<file path="src/rtl/multi_cycle_controller_pkg.sv">
// Shared encodings for the multi-cycle MIPS controller: opcodes, functs, ALU codes,
// FSM states and datapath mux selects.
package multi_cycle_controller_pkg;

    localparam int OPCODE_W = 6;
    localparam int FUNCT_W  = 6;
    localparam int ALU_OP_W = 4;
    localparam int CNT_W    = 32;

    typedef enum logic [5:0] {
        OP_RTYPE = 6'h00,
        OP_J     = 6'h02,
        OP_BEQ   = 6'h04,
        OP_ADDI  = 6'h08,
        OP_ORI   = 6'h0d,
        OP_LW    = 6'h23,
        OP_SW    = 6'h2b
    } opcode_e;

    typedef enum logic [5:0] {
        FN_ADD = 6'h20,
        FN_SUB = 6'h22,
        FN_AND = 6'h24,
        FN_OR  = 6'h25
    } funct_e;

    typedef enum logic [3:0] {
        ALU_AND     = 4'h0,
        ALU_OR      = 4'h1,
        ALU_ADD     = 4'h2,
        ALU_SUB     = 4'h6,
        ALU_DEFAULT = 4'hf
    } alu_op_e;

    typedef enum logic [3:0] {
        S_FETCH  = 4'd0,
        S_DECODE = 4'd1,
        S_MEMADR = 4'd2,
        S_MEMRD  = 4'd3,
        S_MEMWB  = 4'd4,
        S_MEMWR  = 4'd5,
        S_EXEC   = 4'd6,
        S_ALUWB  = 4'd7,
        S_BRANCH = 4'd8,
        S_JUMP   = 4'd9,
        S_TRAP   = 4'd10
    } state_e;

    localparam logic [1:0] SRCB_RT      = 2'b00;
    localparam logic [1:0] SRCB_FOUR    = 2'b01;
    localparam logic [1:0] SRCB_IMM     = 2'b10;
    localparam logic [1:0] SRCB_IMM_SH2 = 2'b11;

    localparam logic [1:0] PCSRC_ALU    = 2'b00;
    localparam logic [1:0] PCSRC_ALUOUT = 2'b01;
    localparam logic [1:0] PCSRC_JUMP   = 2'b10;

endpackage

</file>
<file path="src/rtl/multi_cycle_controller_if.sv">
// Controller <-> datapath bundle: IR fields and status in, enables and mux selects out.
interface multi_cycle_controller_if
    import multi_cycle_controller_pkg::*;
#(
    parameter int OPCODE_W = multi_cycle_controller_pkg::OPCODE_W,
    parameter int FUNCT_W  = multi_cycle_controller_pkg::FUNCT_W,
    parameter int ALU_OP_W = multi_cycle_controller_pkg::ALU_OP_W,
    parameter int CNT_W    = multi_cycle_controller_pkg::CNT_W
);
    logic [OPCODE_W-1:0] opcode;
    logic [FUNCT_W-1:0]  funct;
    logic                zero;
    logic                mem_ready;
    logic                pc_write;
    logic                pc_write_cond;
    logic [1:0]          pc_source;
    logic                i_or_d;
    logic                mem_read;
    logic                mem_write;
    logic                ir_write;
    logic                reg_dst;
    logic                mem_to_reg;
    logic                reg_write;
    logic                alu_src_a;
    logic [1:0]          alu_src_b;
    logic [ALU_OP_W-1:0] alu_op;
    logic                instr_retired;
    logic [CNT_W-1:0]    instr_count;
    logic                trap;

    modport master (
        input  opcode, funct, zero, mem_ready,
        output pc_write, pc_write_cond, pc_source, i_or_d, mem_read, mem_write,
               ir_write, reg_dst, mem_to_reg, reg_write, alu_src_a, alu_src_b,
               alu_op, instr_retired, instr_count, trap
    );

    modport slave (
        output opcode, funct, zero, mem_ready,
        input  pc_write, pc_write_cond, pc_source, i_or_d, mem_read, mem_write,
               ir_write, reg_dst, mem_to_reg, reg_write, alu_src_a, alu_src_b,
               alu_op, instr_retired, instr_count, trap
    );
endinterface

</file>
<file path="src/rtl/multi_cycle_controller_alu_decoder.sv">
// Combinational opcode/funct -> ALU operation decode; funct_valid flags unknown R-type functs.
module multi_cycle_controller_alu_decoder
    import multi_cycle_controller_pkg::*;
#(
    parameter int OPCODE_W = multi_cycle_controller_pkg::OPCODE_W,
    parameter int FUNCT_W  = multi_cycle_controller_pkg::FUNCT_W
) (
    input  logic [OPCODE_W-1:0] i_opcode,
    input  logic [FUNCT_W-1:0]  i_funct,
    output alu_op_e             o_alu_op,
    output logic                o_funct_valid
);

    always_comb begin
        o_alu_op      = ALU_DEFAULT;
        o_funct_valid = 1'b1;
        case (i_opcode)
            OP_RTYPE: begin
                case (i_funct)
                    FN_ADD:  o_alu_op = ALU_ADD;
                    FN_SUB:  o_alu_op = ALU_SUB;
                    FN_AND:  o_alu_op = ALU_AND;
                    FN_OR:   o_alu_op = ALU_OR;
                    default: o_funct_valid = 1'b0;
                endcase
            end
            OP_ADDI: o_alu_op = ALU_ADD;
            OP_ORI:  o_alu_op = ALU_OR;
            default: o_alu_op = ALU_DEFAULT;
        endcase
    end

endmodule

</file>
<file path="src/rtl/multi_cycle_controller.sv">
// Multi-cycle MIPS main control FSM with retired-instruction counter.
// Define ILLEGAL_TRAP_EN to send unknown opcodes/functs to a sticky S_TRAP state.
module multi_cycle_controller
    import multi_cycle_controller_pkg::*;
#(
    parameter int OPCODE_W = multi_cycle_controller_pkg::OPCODE_W,
    parameter int FUNCT_W  = multi_cycle_controller_pkg::FUNCT_W,
    parameter int ALU_OP_W = multi_cycle_controller_pkg::ALU_OP_W,
    parameter int CNT_W    = multi_cycle_controller_pkg::CNT_W
) (
    input  logic                      clk,
    input  logic                      rst_n,
    multi_cycle_controller_if.master  bus
);

`ifdef ILLEGAL_TRAP_EN
    localparam bit TRAP_EN = 1'b1;
`else
    localparam bit TRAP_EN = 1'b0;
`endif

    state_e           r_state;
    state_e           w_next_state;
    logic [CNT_W-1:0] r_instr_count;
    alu_op_e          w_dec_alu_op;
    logic             w_funct_valid;
    alu_op_e          w_alu_op;
    logic             w_pc_write;
    logic             w_pc_write_cond;
    logic [1:0]       w_pc_source;
    logic             w_i_or_d;
    logic             w_mem_read;
    logic             w_mem_write;
    logic             w_ir_write;
    logic             w_reg_dst;
    logic             w_mem_to_reg;
    logic             w_reg_write;
    logic             w_alu_src_a;
    logic [1:0]       w_alu_src_b;
    logic             w_retire;
    logic             w_is_rtype;

    multi_cycle_controller_alu_decoder #(
        .OPCODE_W (OPCODE_W),
        .FUNCT_W  (FUNCT_W)
    ) u_alu_decoder (
        .i_opcode      (bus.opcode),
        .i_funct       (bus.funct),
        .o_alu_op      (w_dec_alu_op),
        .o_funct_valid (w_funct_valid)
    );

    assign w_is_rtype = (bus.opcode == OP_RTYPE);

    always_ff @(posedge clk or negedge rst_n) begin
        if (!rst_n) begin
            r_state <= S_FETCH;
        end else begin
            r_state <= w_next_state;
        end
    end

    always_ff @(posedge clk or negedge rst_n) begin
        if (!rst_n) begin
            r_instr_count <= '0;
        end else if (w_retire) begin
            r_instr_count <= r_instr_count + CNT_W'(1);
        end
    end

    always_comb begin
        w_next_state    = r_state;
        w_pc_write      = 1'b0;
        w_pc_write_cond = 1'b0;
        w_pc_source     = PCSRC_ALU;
        w_i_or_d        = 1'b0;
        w_mem_read      = 1'b0;
        w_mem_write     = 1'b0;
        w_ir_write      = 1'b0;
        w_reg_dst       = 1'b0;
        w_mem_to_reg    = 1'b0;
        w_reg_write     = 1'b0;
        w_alu_src_a     = 1'b0;
        w_alu_src_b     = SRCB_RT;
        w_alu_op        = ALU_DEFAULT;
        w_retire        = 1'b0;
        case (r_state)
            S_FETCH: begin
                w_mem_read  = 1'b1;
                w_alu_src_b = SRCB_FOUR;
                w_alu_op    = ALU_ADD;
                if (bus.mem_ready) begin
                    w_ir_write   = 1'b1;
                    w_pc_write   = 1'b1;
                    w_next_state = S_DECODE;
                end
            end
            S_DECODE: begin
                // ALUOut captures the branch target here, ahead of BRANCH.
                w_alu_src_b = SRCB_IMM_SH2;
                w_alu_op    = ALU_ADD;
                case (bus.opcode)
                    OP_RTYPE:       w_next_state = (TRAP_EN && !w_funct_valid) ? S_TRAP : S_EXEC;
                    OP_ADDI, OP_ORI: w_next_state = S_EXEC;
                    OP_LW, OP_SW:   w_next_state = S_MEMADR;
                    OP_BEQ:         w_next_state = S_BRANCH;
                    OP_J:           w_next_state = S_JUMP;
                    default:        w_next_state = TRAP_EN ? S_TRAP : S_FETCH;
                endcase
            end
            S_MEMADR: begin
                w_alu_src_a  = 1'b1;
                w_alu_src_b  = SRCB_IMM;
                w_alu_op     = ALU_ADD;
                w_next_state = (bus.opcode == OP_LW) ? S_MEMRD : S_MEMWR;
            end
            S_MEMRD: begin
                w_mem_read = 1'b1;
                w_i_or_d   = 1'b1;
                if (bus.mem_ready) begin
                    w_next_state = S_MEMWB;
                end
            end
            S_MEMWB: begin
                w_reg_write  = 1'b1;
                w_mem_to_reg = 1'b1;
                w_retire     = 1'b1;
                w_next_state = S_FETCH;
            end
            S_MEMWR: begin
                w_mem_write = 1'b1;
                w_i_or_d    = 1'b1;
                if (bus.mem_ready) begin
                    w_retire     = 1'b1;
                    w_next_state = S_FETCH;
                end
            end
            S_EXEC: begin
                w_alu_src_a  = 1'b1;
                w_alu_src_b  = w_is_rtype ? SRCB_RT : SRCB_IMM;
                w_alu_op     = w_dec_alu_op;
                w_next_state = S_ALUWB;
            end
            S_ALUWB: begin
                w_reg_write  = 1'b1;
                w_reg_dst    = w_is_rtype;
                w_alu_op     = w_dec_alu_op;
                w_retire     = 1'b1;
                w_next_state = S_FETCH;
            end
            S_BRANCH: begin
                w_alu_src_a     = 1'b1;
                w_alu_src_b     = SRCB_RT;
                w_alu_op        = ALU_SUB;
                w_pc_write_cond = 1'b1;
                w_pc_source     = PCSRC_ALUOUT;
                w_retire        = 1'b1;
                w_next_state    = S_FETCH;
            end
            S_JUMP: begin
                w_pc_write   = 1'b1;
                w_pc_source  = PCSRC_JUMP;
                w_retire     = 1'b1;
                w_next_state = S_FETCH;
            end
            S_TRAP: begin
                w_next_state = TRAP_EN ? S_TRAP : S_FETCH;
            end
            default: begin
                w_next_state = S_FETCH;
            end
        endcase
    end

    // State-changing enables are gated by rst_n so nothing fires while reset is held.
    assign bus.pc_write      = w_pc_write & rst_n;
    assign bus.pc_write_cond = w_pc_write_cond & rst_n;
    assign bus.ir_write      = w_ir_write & rst_n;
    assign bus.reg_write     = w_reg_write & rst_n;
    assign bus.mem_write     = w_mem_write & rst_n;
    assign bus.instr_retired = w_retire & rst_n;
    assign bus.pc_source     = w_pc_source;
    assign bus.i_or_d        = w_i_or_d;
    assign bus.mem_read      = w_mem_read;
    assign bus.reg_dst       = w_reg_dst;
    assign bus.mem_to_reg    = w_mem_to_reg;
    assign bus.alu_src_a     = w_alu_src_a;
    assign bus.alu_src_b     = w_alu_src_b;
    assign bus.alu_op        = ALU_OP_W'(w_alu_op);
    assign bus.instr_count   = r_instr_count;

`ifdef ILLEGAL_TRAP_EN
    logic r_trap;

    always_ff @(posedge clk or negedge rst_n) begin
        if (!rst_n) begin
            r_trap <= 1'b0;
        end else if (w_next_state == S_TRAP) begin
            r_trap <= 1'b1;
        end
    end

    assign bus.trap = r_trap;
`else
    assign bus.trap = 1'b0;
`endif

endmodule

</file>
<file path="src/flat_wrapper.sv">
// flat-port wrapper written by rule: the top's interface ports become plain ports
module multi_cycle_controller_flat import multi_cycle_controller_pkg::*;
#(
    parameter int OPCODE_W = multi_cycle_controller_pkg::OPCODE_W,
    parameter int FUNCT_W  = multi_cycle_controller_pkg::FUNCT_W,
    parameter int ALU_OP_W = multi_cycle_controller_pkg::ALU_OP_W,
    parameter int CNT_W    = multi_cycle_controller_pkg::CNT_W
)
  (clk, rst_n, bus_opcode, bus_funct, bus_zero, bus_mem_ready, bus_pc_write, bus_pc_write_cond, bus_pc_source, bus_i_or_d, bus_mem_read, bus_mem_write, bus_ir_write, bus_reg_dst, bus_mem_to_reg, bus_reg_write, bus_alu_src_a, bus_alu_src_b, bus_alu_op, bus_instr_retired, bus_instr_count, bus_trap);
  multi_cycle_controller_if #(.OPCODE_W(OPCODE_W), .FUNCT_W(FUNCT_W), .ALU_OP_W(ALU_OP_W), .CNT_W(CNT_W)) bus_i ();
  input  logic clk;
  input  logic rst_n;
  input wire logic [$bits(bus_i.opcode)-1:0] bus_opcode;
  input wire logic [$bits(bus_i.funct)-1:0] bus_funct;
  input wire logic [$bits(bus_i.zero)-1:0] bus_zero;
  input wire logic [$bits(bus_i.mem_ready)-1:0] bus_mem_ready;
  output wire logic [$bits(bus_i.pc_write)-1:0] bus_pc_write;
  output wire logic [$bits(bus_i.pc_write_cond)-1:0] bus_pc_write_cond;
  output wire logic [$bits(bus_i.pc_source)-1:0] bus_pc_source;
  output wire logic [$bits(bus_i.i_or_d)-1:0] bus_i_or_d;
  output wire logic [$bits(bus_i.mem_read)-1:0] bus_mem_read;
  output wire logic [$bits(bus_i.mem_write)-1:0] bus_mem_write;
  output wire logic [$bits(bus_i.ir_write)-1:0] bus_ir_write;
  output wire logic [$bits(bus_i.reg_dst)-1:0] bus_reg_dst;
  output wire logic [$bits(bus_i.mem_to_reg)-1:0] bus_mem_to_reg;
  output wire logic [$bits(bus_i.reg_write)-1:0] bus_reg_write;
  output wire logic [$bits(bus_i.alu_src_a)-1:0] bus_alu_src_a;
  output wire logic [$bits(bus_i.alu_src_b)-1:0] bus_alu_src_b;
  output wire logic [$bits(bus_i.alu_op)-1:0] bus_alu_op;
  output wire logic [$bits(bus_i.instr_retired)-1:0] bus_instr_retired;
  output wire logic [$bits(bus_i.instr_count)-1:0] bus_instr_count;
  output wire logic [$bits(bus_i.trap)-1:0] bus_trap;
  assign bus_i.opcode = bus_opcode;
  assign bus_i.funct = bus_funct;
  assign bus_i.zero = bus_zero;
  assign bus_i.mem_ready = bus_mem_ready;
  assign bus_pc_write = bus_i.pc_write;
  assign bus_pc_write_cond = bus_i.pc_write_cond;
  assign bus_pc_source = bus_i.pc_source;
  assign bus_i_or_d = bus_i.i_or_d;
  assign bus_mem_read = bus_i.mem_read;
  assign bus_mem_write = bus_i.mem_write;
  assign bus_ir_write = bus_i.ir_write;
  assign bus_reg_dst = bus_i.reg_dst;
  assign bus_mem_to_reg = bus_i.mem_to_reg;
  assign bus_reg_write = bus_i.reg_write;
  assign bus_alu_src_a = bus_i.alu_src_a;
  assign bus_alu_src_b = bus_i.alu_src_b;
  assign bus_alu_op = bus_i.alu_op;
  assign bus_instr_retired = bus_i.instr_retired;
  assign bus_instr_count = bus_i.instr_count;
  assign bus_trap = bus_i.trap;
  multi_cycle_controller #(.OPCODE_W(OPCODE_W), .FUNCT_W(FUNCT_W), .ALU_OP_W(ALU_OP_W), .CNT_W(CNT_W)) u_core (.clk(clk), .rst_n(rst_n), .bus(bus_i));
endmodule
</file>
<file path="config.mk">
export PLATFORM = sky130hd
export DESIGN_NAME = multi_cycle_controller_flat
export DESIGN_NICKNAME = d
export VERILOG_FILES = /design/src/rtl/multi_cycle_controller_pkg.sv /design/src/rtl/multi_cycle_controller_if.sv /design/src/rtl/multi_cycle_controller_alu_decoder.sv /design/src/rtl/multi_cycle_controller.sv /design/src/flat_wrapper.sv
export SDC_FILE = /design/constraint.sdc
export NUM_CORES = 1
export LEC_CHECK = 0
export BUFFER_PORTS_ARGS = -buffer_cell sky130_fd_sc_hd__buf_2
export CORE_ASPECT_RATIO = 1.4
export CORE_MARGIN = 2
export CORE_UTILIZATION = 35
export CTS_BUF_LIST = sky130_fd_sc_hd__clkbuf_4 sky130_fd_sc_hd__clkbuf_8
export DETAILED_ROUTE_END_ITERATION = 12
export PLACE_DENSITY = 0.55
export SYNTH_ARGS = -nofsm -noshare
export SYNTH_HDL_FRONTEND = slang
export SYNTH_HIERARCHICAL = 1
export SYNTH_SLANG_ARGS = --single-unit
</file>
<file path="constraint.sdc">
create_clock -name clk -period 6 [get_ports clk]
set_clock_uncertainty 0.2 [all_clocks]
set_input_delay 0.9 -clock clk [delete_from_list [all_inputs] [get_ports clk]]
set_output_delay 0.9 -clock clk [all_outputs]
set_load 0.01 [all_outputs]
</file>
======== Word-level counts from Yosys, hierarchy flattened ========
Index checks and enable logic that the tools add are counted.
word-level totals
  flip-flop bits (word level) ............. 36
  memory bits (read-only) ................. 0
  RAM bits ................................ 0
  memories ................................ 0
  latch bits .............................. 0
  input bits .............................. 16
operators by class
  reductions and logical operators ........ 12
  muxes and demuxes ....................... 24
  $mul .................................... 0
  shifts and indexed selects .............. 0
  bitwise operators ....................... 6
  div/mod/pow operators ................... 0
  order comparisons ....................... 0
  $add $sub $neg .......................... 1
  equal/unequal tests ..................... 22
operators with widths
  cell                   number
  $eq 6x6->1 const B     6
  $add 32x1->32 const B  1
  $pmux 4 s4             2
  $pmux 4 s3             2
  $pmux 4 s6             1
  $eq 4x3->1 const B     4
  $eq 6x4->1 const B     2
  $mux 4                 3
  $mux 1                 10
  $reduce_or 2->1        5
  $reduce_or 3->1        3
  $eq 4x2->1 const B     2
  $eq 4x4->1 const B     2
  $pmux 2 s4             1
  $and 1x1->1            6
  $eq 6x2->1 const B     1
  $eq 6x3->1 const B     1
  $logic_not 6->1        1
  $ne 2x2->1 const B     3
  $eq 4x1->1 const B     1
  $logic_not 4->1        1
  $pmux 1 s2             2
  $pmux 2 s2             1
  $reduce_or 4->1        1
  3 further kinds        3

======== Depth between registers and ports, before layout ========
Gate-level depths: netlist (run 1).
  depth after elaboration ................. 4
  depth in mapped cells ................... 7

======== Cells and area by module ========
The synthesis (run 1) kept the hierarchy.
by module, submodules not included
  module                              cells an instance  area an instance (µm²)  times used
  multi_cycle_controller              213                2088.3                  1
  multi_cycle_controller_alu_decoder  18                 132.6                   1

======== Least setup slack after synthesis (run 1) ========
No wires, ideal clock.
  path type ............................... in2out
  start point ............................. in bus_funct[4]
  end point ............................... out bus_alu_op[3]
  data required time ...................... 4900 ps
  path slack .............................. 2832 ps
  data arrival time ....................... 2068 ps
  stages .................................. 4
  buffers on the path ..................... 0
  cell sequence ........................... or3b_4 > a211o_1 > o2bb2a_4 > o31a_1
between the ends
  word-level cells in the longest chain between the ends .. 4
  elaborated cells between the ends (all ways) .. 7
RTL lines
  what                        RTL line                                  text
  start, declared             flat_wrapper.sv:14                        input wire logic [$bits(bus_i.funct)-1:0] bus_funct;
  $eq 6x6->1                  multi_cycle_controller_alu_decoder.sv:19  case (i_funct)
  $pmux 4 s4 (*)              multi_cycle_controller_alu_decoder.sv:19
  $pmux 4 s3 (*)              multi_cycle_controller_alu_decoder.sv:17  case (i_opcode)
  via u_core.w_dec_alu_op[3]  multi_cycle_controller.sv:25              alu_op_e w_dec_alu_op;
  $pmux 4 s3 (*)              multi_cycle_controller.sv:87              case (r_state)
  end, declared               flat_wrapper.sv:29                        output wire logic [$bits(bus_i.alu_op)-1:0] bus_alu_op;
Mark *: on every way through the listed nets, which the timed path passes. The rest lies on a longest branch.

======== Final worst setup path (run 1) ========
Ends and elaborated chain as after synthesis.

==> results.py, run 1 <==
metrics = {
    "status": {
        "status": "completed",
    },
    "timing": {
        "fin_crit_ns": 3.38,
        "fin_setup_tns_ns": 0,
        "rsz0062_at_grt": "false",
        "period_share_pct": 56.4,
        "whs_ns": 0.295,
        "relSlewSlack_pct": 59.3,
        "drv_slew": 0,
        "setup_violations": 0,
        "timing.final.ws_setup_ns": 2.62,
        "hold_violations": 0,
        "worst_pin_slew_ns": 0.611,
        "timing.fmax_mhz": 296,
    },
    "grt": {
        "grt_pass1_wl_um": 8530,
        "grt-ovfl-total": 0,
        "antenna_found_initial": 0,
        "grt_pass1_vias": 1832,
        "grt_max_degree": 24,
        "grt_use_total_pct": 15.0,
    },
    "clocking": {
        "path_clk_slew_ns": 0.07,
        "cts-hold-fix-buffers": 0,
        "clock-sinks": 36,
        "cts_setup_buffers": 0,
        "clock_latency_ns": 0.28,
        "cts.repair.resized": 0,
        "cts_max_level": 2,
        "clockBufferDepth": 2,
        "root_buffer": "clkbuf_8",
        "cts_buffers": 5,
        "cts_tree": "done",
    },
    "placement": {
        "portBuffers": 65,
        "dp_slack_ns": 2.61,
        "placed_cells": 358,
        "place_hpwl_um": 3830,
        "gp_congestion": 0.811,
        "dpl-instance-area_um2": 2550,
    },
    "logic_synthesis": {
        "syn_area_um2": 2210,
        "avgSynthCellArea_um2": 9.62,
        "yosysWarnings": 6,
        "synth_nets": 247,
        "syn_inst": 230,
    },
    "worst_setup_path": {
        "path_buf_inv": 2,
        "start_kind": "primary input",
        "arrival_ns": 2.28,
        "criticalPathCategory": "in -> out",
        "crit_family": "compound AO/OA/AOI/OAI gates",
        "end_kind": "primary output",
        "crit_chain": "buf_2, or3b_4, a211o_1, o2bb2a_4, o31a_1, buf_2",
        "slowest_delay_ns": 0.40,
        "cp_common_cell": "buf_2",
        "slowest_stage": "or3b_4",
        "r2r_cells": 5,
        "cp_num_cells": 6,
        "worst-path-max-fanout": 4,
        "worstPathRequired_ns": 4.90,
    },
    "route": {
        "viasPerCell": 5.19,
        "dr.max_layer_used": "met4",
        "met1Wirelength_um": 2210,
        "met2_length_um": 2560,
        "first_pass_iters": 4,
        "drtIter0Drc": 72,
        "ant_nets": 0,
        "via_count": 1900,
        "wl_met3_um": 288,
        "postRouteWirelength_um": 5090,
        "wl_per_cell_um": 13.9,
        "remaining_drc_errors": 0,
    },
    "layout": {
        "final_core_util_pct": 43.2,
        "num_antenna_cells": 0,
        "drive_gt1_share_pct": 30.3,
        "multi_input_area_um2": 1210,
        "design_area_um2": 2670,
        "fin_cells": 366,
        "area_growth_pct": 20.5,
        "fillers": 624,
        "seq_area_um2": 901,
        "nets": 310,
    },
    "pwr": {
        "power-per-cell-area_nw_per_um2": 216,
        "p_leak_nw": 1.24,
        "finalPower_mw": 0.576,
        "ir_drop_mv": 0.166,
    },
    "floorplanning": {
        "dieHeight_um": 98.1,
        "coreArea_um2": 6170,
        "dieArea_um2": 6980,
        "start_util_pct": 35.9,
        "fp.dieW_um": 71.2,
        "io_pins": 68,
        "std_cell_rows": 34,
    },
    "min_path": {
        "holdPathStages": 1,
        "hold_path_class": "reg -> reg",
    },
    "job": {
        "drv_cap": 0,
    },
}
final timing paths:
path | start | to | slack, ns
max in group asynchronous | rst_n | u_core/bus.instr_count[13]$_DFFE_PN0P_ | 4.60
min in group asynchronous | rst_n | u_core/bus.instr_count[6]$_DFFE_PN0P_ | 0.38
hold / removal | u_core/bus.instr_count[31]$_DFFE_PN0P_ | u_core/bus.instr_count[31]$_DFFE_PN0P_ | 0.30
setup / recovery | bus_funct[4] | bus_alu_op[3] | 2.62
setup reg to reg | u_core/r_state[2]$_DFFE_PN0P_ | u_core/bus.instr_count[19]$_DFFE_PN0P_ | 3.64
hold reg to reg | u_core/bus.instr_count[31]$_DFFE_PN0P_ | u_core/bus.instr_count[31]$_DFFE_PN0P_ | 0.30
layer usage:
metal	vias to the layer above	track usage, %
met1	886	18.9
met3	2	2.48
met4	0	5.22
li1	953	-
met2	59	25.6
met5	-	0
report_power, final:
| part | internal (mW) | switching, mW | total, mW |
|---|---|---|---|
| Combinational | 0.0400 | 0.0482 | 0.0882 |
| Clock | 0.123 | 0.0849 | 0.208 |
| Sequential | 0.256 | 0.0244 | 0.280 |
| Total | 0.419 | 0.157 | 0.576 |
cell type report:
| class | instances | area share, % |
|---|---|---|
| sequential | 36 | 33.8 |
| tap | 72 | 3.38 |
| clock buffer | 5 | 2.58 |
| clock inverter | 3 | 1.60 |
| timing repair buffer | 66 | 12.5 |
| multi-input combinational | 179 | 45.4 |
| inverter | 5 | 0.704 |
flip-flops by register name, indices dropped and copies added (netlist names):
register,count
u_core/bus.instr_count,32
u_core/r_state,4
placed cells by master, fill, tap and decap left out, types with 5 or more instances in the layout:
master / n
nand4_1: 20
inv_1: 5
nor3_1: 12
clkbuf_8: 5
dfrtp_1: 36
a21oi_1: 5
xnor2_1: 28
o21ai_0: 6
buf_2: 65
xor2_1: 6
and3_1: 9
nand2_1: 22
nor2_1: 17
nand3_1: 6
Note: power is estimated with default switching activity, not from simulation.
==> run 2, diff against run 1 <==
Settings changed: PLACE_DENSITY 0.55 to 0.57.
Clock period 6 ns to 2.96 ns, I/O delays scaled along.
==> results.py, run 2 (synthesized netlist as in run 1, its figures left out) <==
metrics = {
    "grt": {
        "grt_pass1_vias": 1894,
        "antenna_found_initial": 0,
        "grt_max_degree": 22,
        "grt-ovfl-total": 0,
        "grt_use_total_pct": 15.6,
        "grt_pass1_wl_um": 8830,
    },
    "clocking": {
        "cts_max_level": 2,
        "root_buffer": "clkbuf_8",
        "clockBufferDepth": 2,
        "cts_setup_buffers": 0,
        "cts_buffers": 5,
        "path_clk_slew_ns": 0.07,
        "cts_tree": "done",
        "clock-sinks": 36,
        "clock_latency_ns": 0.28,
    },
    "floorplanning": {
        "coreArea_um2": 6170,
        "start_util_pct": 35.9,
        "fp.dieW_um": 71.2,
        "dieArea_um2": 6980,
        "dieHeight_um": 98.1,
        "std_cell_rows": 34,
        "io_pins": 68,
    },
    "timing": {
        "worst_pin_slew_ns": 0.638,
        "rsz0062_at_grt": "false",
        "hold_violations": 0,
        "fin_setup_tns_ns": 0,
        "setup_violations": 0,
        "fin_crit_ns": 2.60,
        "relSlewSlack_pct": 57.5,
        "timing.fmax_mhz": 385,
        "drv_slew": 0,
        "period_share_pct": 87.8,
    },
    "route": {
        "ant_nets": 0,
        "first_pass_iters": 4,
        "wl_per_cell_um": 14.3,
        "viasPerCell": 5.27,
        "via_count": 1949,
        "postRouteWirelength_um": 5280,
        "drtIter0Drc": 116,
        "remaining_drc_errors": 0,
    },
    "layout": {
        "fillers": 630,
        "largest_reg_flops": 32,
        "num_antenna_cells": 0,
        "area_growth_pct": 21.3,
        "final_common_cell": "buf_2",
        "layout_common_cells": "buf_2 (65), dfrtp_1 (36), xnor2_1 (28)",
        "drive_gt1_share_pct": 30.9,
        "seq_area_um2": 901,
        "multi_input_area_um2": 1210,
        "nets": 314,
    },
    "worst_setup_path": {
        "arrival_ns": 1.96,
        "endpoint": "bus_instr_retired",
        "r2r_cells": 5,
        "r2r_start": "u_core/r_state[1]$_DFFE_PN0P_",
        "reg2reg_setup_slack_ns": 0.81,
        "crit_family": "flip-flops",
        "crit_start": "u_core/r_state[1]$_DFFE_PN0P_",
        "worst-path-max-fanout": 20,
        "start_kind": "flop",
        "slowest_stage": "dfrtp_1",
        "r2r-end": "u_core/bus.instr_count[25]$_DFFE_PN0P_",
        "criticalPathCategory": "reg -> out",
        "path_buf_inv": 1,
        "end_kind": "primary output",
        "slowest_delay_ns": 0.75,
        "crit_chain": "a211o_1, nand2_1, and2_1, buf_2",
        "worstPathRequired_ns": 2.32,
        "cp_num_cells": 4,
    },
    "pwr": {
        "ir_drop_mv": 0.347,
        "finalPower_mw": 1.12,
        "p_leak_nw": 1.25,
        "power-per-cell-area_nw_per_um2": 418,
    },
    "status": {
        "status": "completed",
    },
    "placement": {
        "place_hpwl_um": 3970,
        "portBuffers": 65,
        "gp_congestion": 0.839,
    },
    "min_path": {
        "hold_path_class": "in -> reg",
    },
    "job": {
        "drv_cap": 0,
    },
}
[run 2: cell count changes in the layout (fill, tap and decap cells not counted)]
cell	before	now
dlygate4sd3_1	0	1
clkbuf_8	5	6
clkbuf_4	0	1
bufinv_16	1	0
buf_4	1	4
clkinv_2	1	0
[run 2: where the power goes]
group          internal, mW  switching [mW]  total [mW]
registers             0.519          0.0488       0.567
clock network         0.198           0.171       0.369
logic                0.0841           0.102       0.186
total                 0.801           0.321        1.12
[run 2: per-layer routing]
layer | track usage, % | up-vias | wire length (µm)
met5 | 0 | - | 0
met4 | 5.52 | 0 | 63
li1 | - | 957 | -
met2 | 26.0 | 53 | 2620
met3 | 3.20 | 5 | 294
met1 | 19.8 | 934 | 2310
[run 2: worst min path at each step]
stage | from | to | slack [ns] | cells past startpoint
after detailed placement | rst_n | u_core/bus.instr_count[18]$_DFFE_PN0P_ | 0.25 | 2
after global placement | rst_n | u_core/bus.instr_count[16]$_DFFE_PN0P_ | 0.25 | 2
after floorplan | rst_n | u_core/bus.instr_count[0]$_DFFE_PN0P_ | -0.05 | 0
after CTS | bus_opcode[0] | u_core/r_state[3]$_DFFE_PN0P_ | 0.21 | 2
after global routing | bus_opcode[0] | u_core/r_state[3]$_DFFE_PN0P_ | 0.24 | 2
final | bus_opcode[0] | u_core/r_state[3]$_DFFE_PN0P_ | 0.22 | 2
[run 2: area by class of cell]
type | count | share of cell area (%)
Sequential cell | 36 | 33.6
Clock inverter | 1 | 0.280
Inverter | 5 | 0.699
Multi-Input combinational cell | 179 | 45.1
Timing Repair Buffer | 70 | 13.6
Tap cell | 72 | 3.36
Clock buffer | 7 | 3.36
[run 2: timing repair]
| item | 4_1_cts | 5_1_grt |
|---|---|---|
| resized for setup | 0 | 0 |
| hold buffers | 1 | 0 |
| endpoints found under the hold margin | 36 | 0 |
[run 2: metrics by stage]
stage	area (µm²)	instances	hold WS [ns]	worst slack, ns	utilization (%)
finish	2680	370	0.221	0.361	43.5
global route	2680	370	0.235	0.241	43.5
CTS	2680	370	0.213	0.350	43.5
detailed placement	2580	361	0.254	0.479	41.8
global placement	2580	361	0.245	0.488	41.8
floorplan	2210	230	-0.0516	0.714	-
==> run 3, diff against run 2 <==
Settings changed: ABC_AREA set to 1, CORE_UTILIZATION 35 to 40, PLACE_DENSITY 0.57 to 0.63, SLEW_MARGIN set to 10.
==> results.py, run 3 <==
metrics = {
    "worst_setup_path": {
        "start_kind": "flop",
        "path_buf_inv": 3,
        "worstPathRequired_ns": 2.32,
        "worst-path-max-fanout": 22,
        "arrival_ns": 1.81,
        "reg2reg_setup_slack_ns": 0.90,
        "slowest_stage": "dfrtp_1",
        "crit_family": "simple AND/OR/NAND/NOR gates",
        "crit_chain": "nand2_1, inv_1, o21ai_2, nand3_4, inv_1, nor2_1, buf_2",
        "cp_common_cell": "inv_1",
        "slowest_delay_ns": 0.45,
        "criticalPathCategory": "reg -> out",
        "end_kind": "primary output",
    },
    "layout": {
        "drive_gt1_share_pct": 22.4,
        "layout_common_cells": "nand2_1 (102), buf_2 (65), inv_1 (58)",
        "area_growth_pct": 18.1,
        "nets": 466,
        "largest_reg_flops": 32,
        "final_core_util_pct": 48.7,
        "fin_cells": 522,
        "num_antenna_cells": 0,
        "final_common_cell": "nand2_1",
    },
    "logic_synthesis": {
        "synth_fa_ha_area_share_pct": 0.489,
        "synth_mux_area_share_pct": 0,
        "synth-seq-area-share_pct": 35.2,
        "synth_nets": 398,
        "yosysWarnings": 6,
        "synthArstFlopShare_pct": 100,
        "ys_ff_latch": 36,
        "syn_area_um2": 2560,
        "yosys.area.top_type": "dfrtp_1",
        "synth-edff-count": 0,
        "yosysMostFrequentCell": "nand2_1",
        "synth_top_family_by_area": "simple AND/OR/NAND/NOR gates",
        "avgSynthCellArea_um2": 6.72,
        "ys.flop_type": "dfrtp_1",
        "synth_compound_area_share_pct": 3.13,
        "synth_top_cell_area_share_pct": 35.2,
        "synth_xor_area_share_pct": 5.48,
        "syn_inst": 381,
        "synth_area_leaders": "dfrtp_1 (35%), nand2_1 (15%), inv_1 (8.5%)",
        "synth-simple-area-share_pct": 44.0,
        "synth_commonest_cells": "nand2_1 (102), inv_1 (58), nor2_1 (57), dfrtp_1 (36), nand3_1 (36)",
        "ys_types": 30,
    },
    "grt": {
        "grt_use_total_pct": 18.5,
        "grt_max_degree": 36,
        "met3_usage_pct": 3.07,
        "antenna_found_initial": 0,
        "grt_pass1_wl_um": 10700,
        "top_usage_layer": "met2",
        "grt_use_met2_pct": 32.5,
        "grt-ovfl-total": 0,
        "met1_usage_pct": 22.7,
        "grt_pass1_vias": 2449,
    },
    "status": {
        "status": "completed",
    },
    "timing": {
        "drv_slew": 0,
        "fin_crit_ns": 2.46,
        "fin_setup_tns_ns": 0,
        "setup_violations": 0,
        "timing.final.ws_setup_ns": 0.503,
        "rsz0062_at_grt": "false",
        "hold_violations": 0,
        "period_share_pct": 83.0,
        "whs_ns": 0.289,
        "timing.fmax_mhz": 407,
    },
    "route": {
        "first_pass_iters": 4,
        "drtIter0Drc": 120,
        "postRouteWirelength_um": 6150,
        "remaining_drc_errors": 0,
        "wl_per_cell_um": 11.8,
        "via_count": 2559,
        "ant_nets": 0,
        "viasPerCell": 4.90,
    },
    "floorplanning": {
        "io_pins": 68,
        "coreArea_um2": 6210,
        "dieHeight_um": 98.6,
        "dieArea_um2": 7060,
        "start_util_pct": 41.2,
        "fp.dieW_um": 71.6,
        "std_cell_rows": 34,
    },
    "clocking": {
        "cts.repair.resized": 0,
        "path_clk_slew_ns": 0.08,
        "root_buffer": "clkbuf_8",
        "cts_tree": "done",
        "clockBufferDepth": 2,
        "clock-sinks": 36,
        "clock_latency_ns": 0.29,
        "cts_buffers": 5,
        "cts_max_level": 2,
    },
    "pwr": {
        "power-per-cell-area_nw_per_um2": 461,
        "ir_drop_mv": 0.247,
        "p_leak_nw": 1.56,
    },
    "placement": {
        "portBuffers": 65,
        "dp_slack_ns": 0.804,
        "place_hpwl_um": 4720,
        "placed_cells": 513,
        "gp_congestion": 0.849,
    },
    "min_path": {
        "hold_path_class": "in -> async",
    },
    "job": {
        "drv_cap": 0,
    },
}
## run 3: cell families (layout without fill, tap and decap cells)
group | after synthesis | count (layout)
AND/OR/NAND/NOR | 247 | 247
buffers and inverters | 66 | 135
flip-flops | 36 | 36
XOR/XNOR | 16 | 16
AO/OA/AOI/OAI | 14 | 14
adder cells (fa/ha/maj) | 1 | 1
other | 1 | 1
## run 3: power by group
group / leakage (nW) / switching (mW) / total, mW / internal [mW]
Combinational: 1.02 / 0.285 / 0.428 / 0.143
Clock: 0.0479 / 0.183 / 0.382 / 0.198
Sequential: 0.487 / 0.0480 / 0.583 / 0.535
Total: 1.56 / 0.516 / 1.39 / 0.877
## run 3: what timing repair did
action	CTS	global route
hold buffers	1	0
hold endpoints to repair	1	0
buffers inserted	0	0
## run 3: path summary, 6_finish.rpt
check,startpoint,endpoint,cells past startpoint
setup / recovery,u_core/r_state[1]$_DFFE_PN0P_,bus_instr_retired,7
hold / removal,rst_n,u_core/bus.instr_count[5]$_DFFE_PN0P_,2
setup reg to reg,u_core/r_state[1]$_DFFE_PN0P_,u_core/bus.instr_count[27]$_DFFE_PN0P_,9
hold reg to reg,u_core/bus.instr_count[14]$_DFFE_PN0P_,u_core/bus.instr_count[14]$_DFFE_PN0P_,1
max in group asynchronous,rst_n,u_core/r_state[2]$_DFFE_PN0P_,3
min in group clk,bus_opcode[2],u_core/r_state[3]$_DFFE_PN0P_,3
## run 3: final cells by class
type	count	area (µm²)
Fill cell	655	3190
Multi-Input combinational cell	279	1360
Sequential cell	36	901
Timing Repair Buffer	68	350
Inverter	59	221
Clock buffer	7	90.1
Tap cell	72	90.1
Clock inverter	1	7.51
## run 3: metal layers
layer	up-vias	part of all wire, %
met2	61	51
met1	1174	43
met5	-	0
met3	7	4.3
met4	0	1.7
li1	1317	-
## run 3: worst register-to-register path, stage by stage, from the launching register on
cell,delay (ns)
dfrtp_1,0.45
nand2_1,0.18
inv_1,0.09
o21ai_2,0.18
nand3_4,0.29
buf_4,0.35
nand3_2,0.09
nand2_1,0.04
nand2_1,0.05
inv_1,0.04
## run 3: metrics by stage
step / area [µm²] / power [mW]
after floorplan: 2560 / 0.888
after global placement: 2920 / 1.02
after detailed placement: 2920 / 1.02
after CTS: 3020 / 1.41
after global routing: 3020 / 1.49
final: 3020 / 1.39
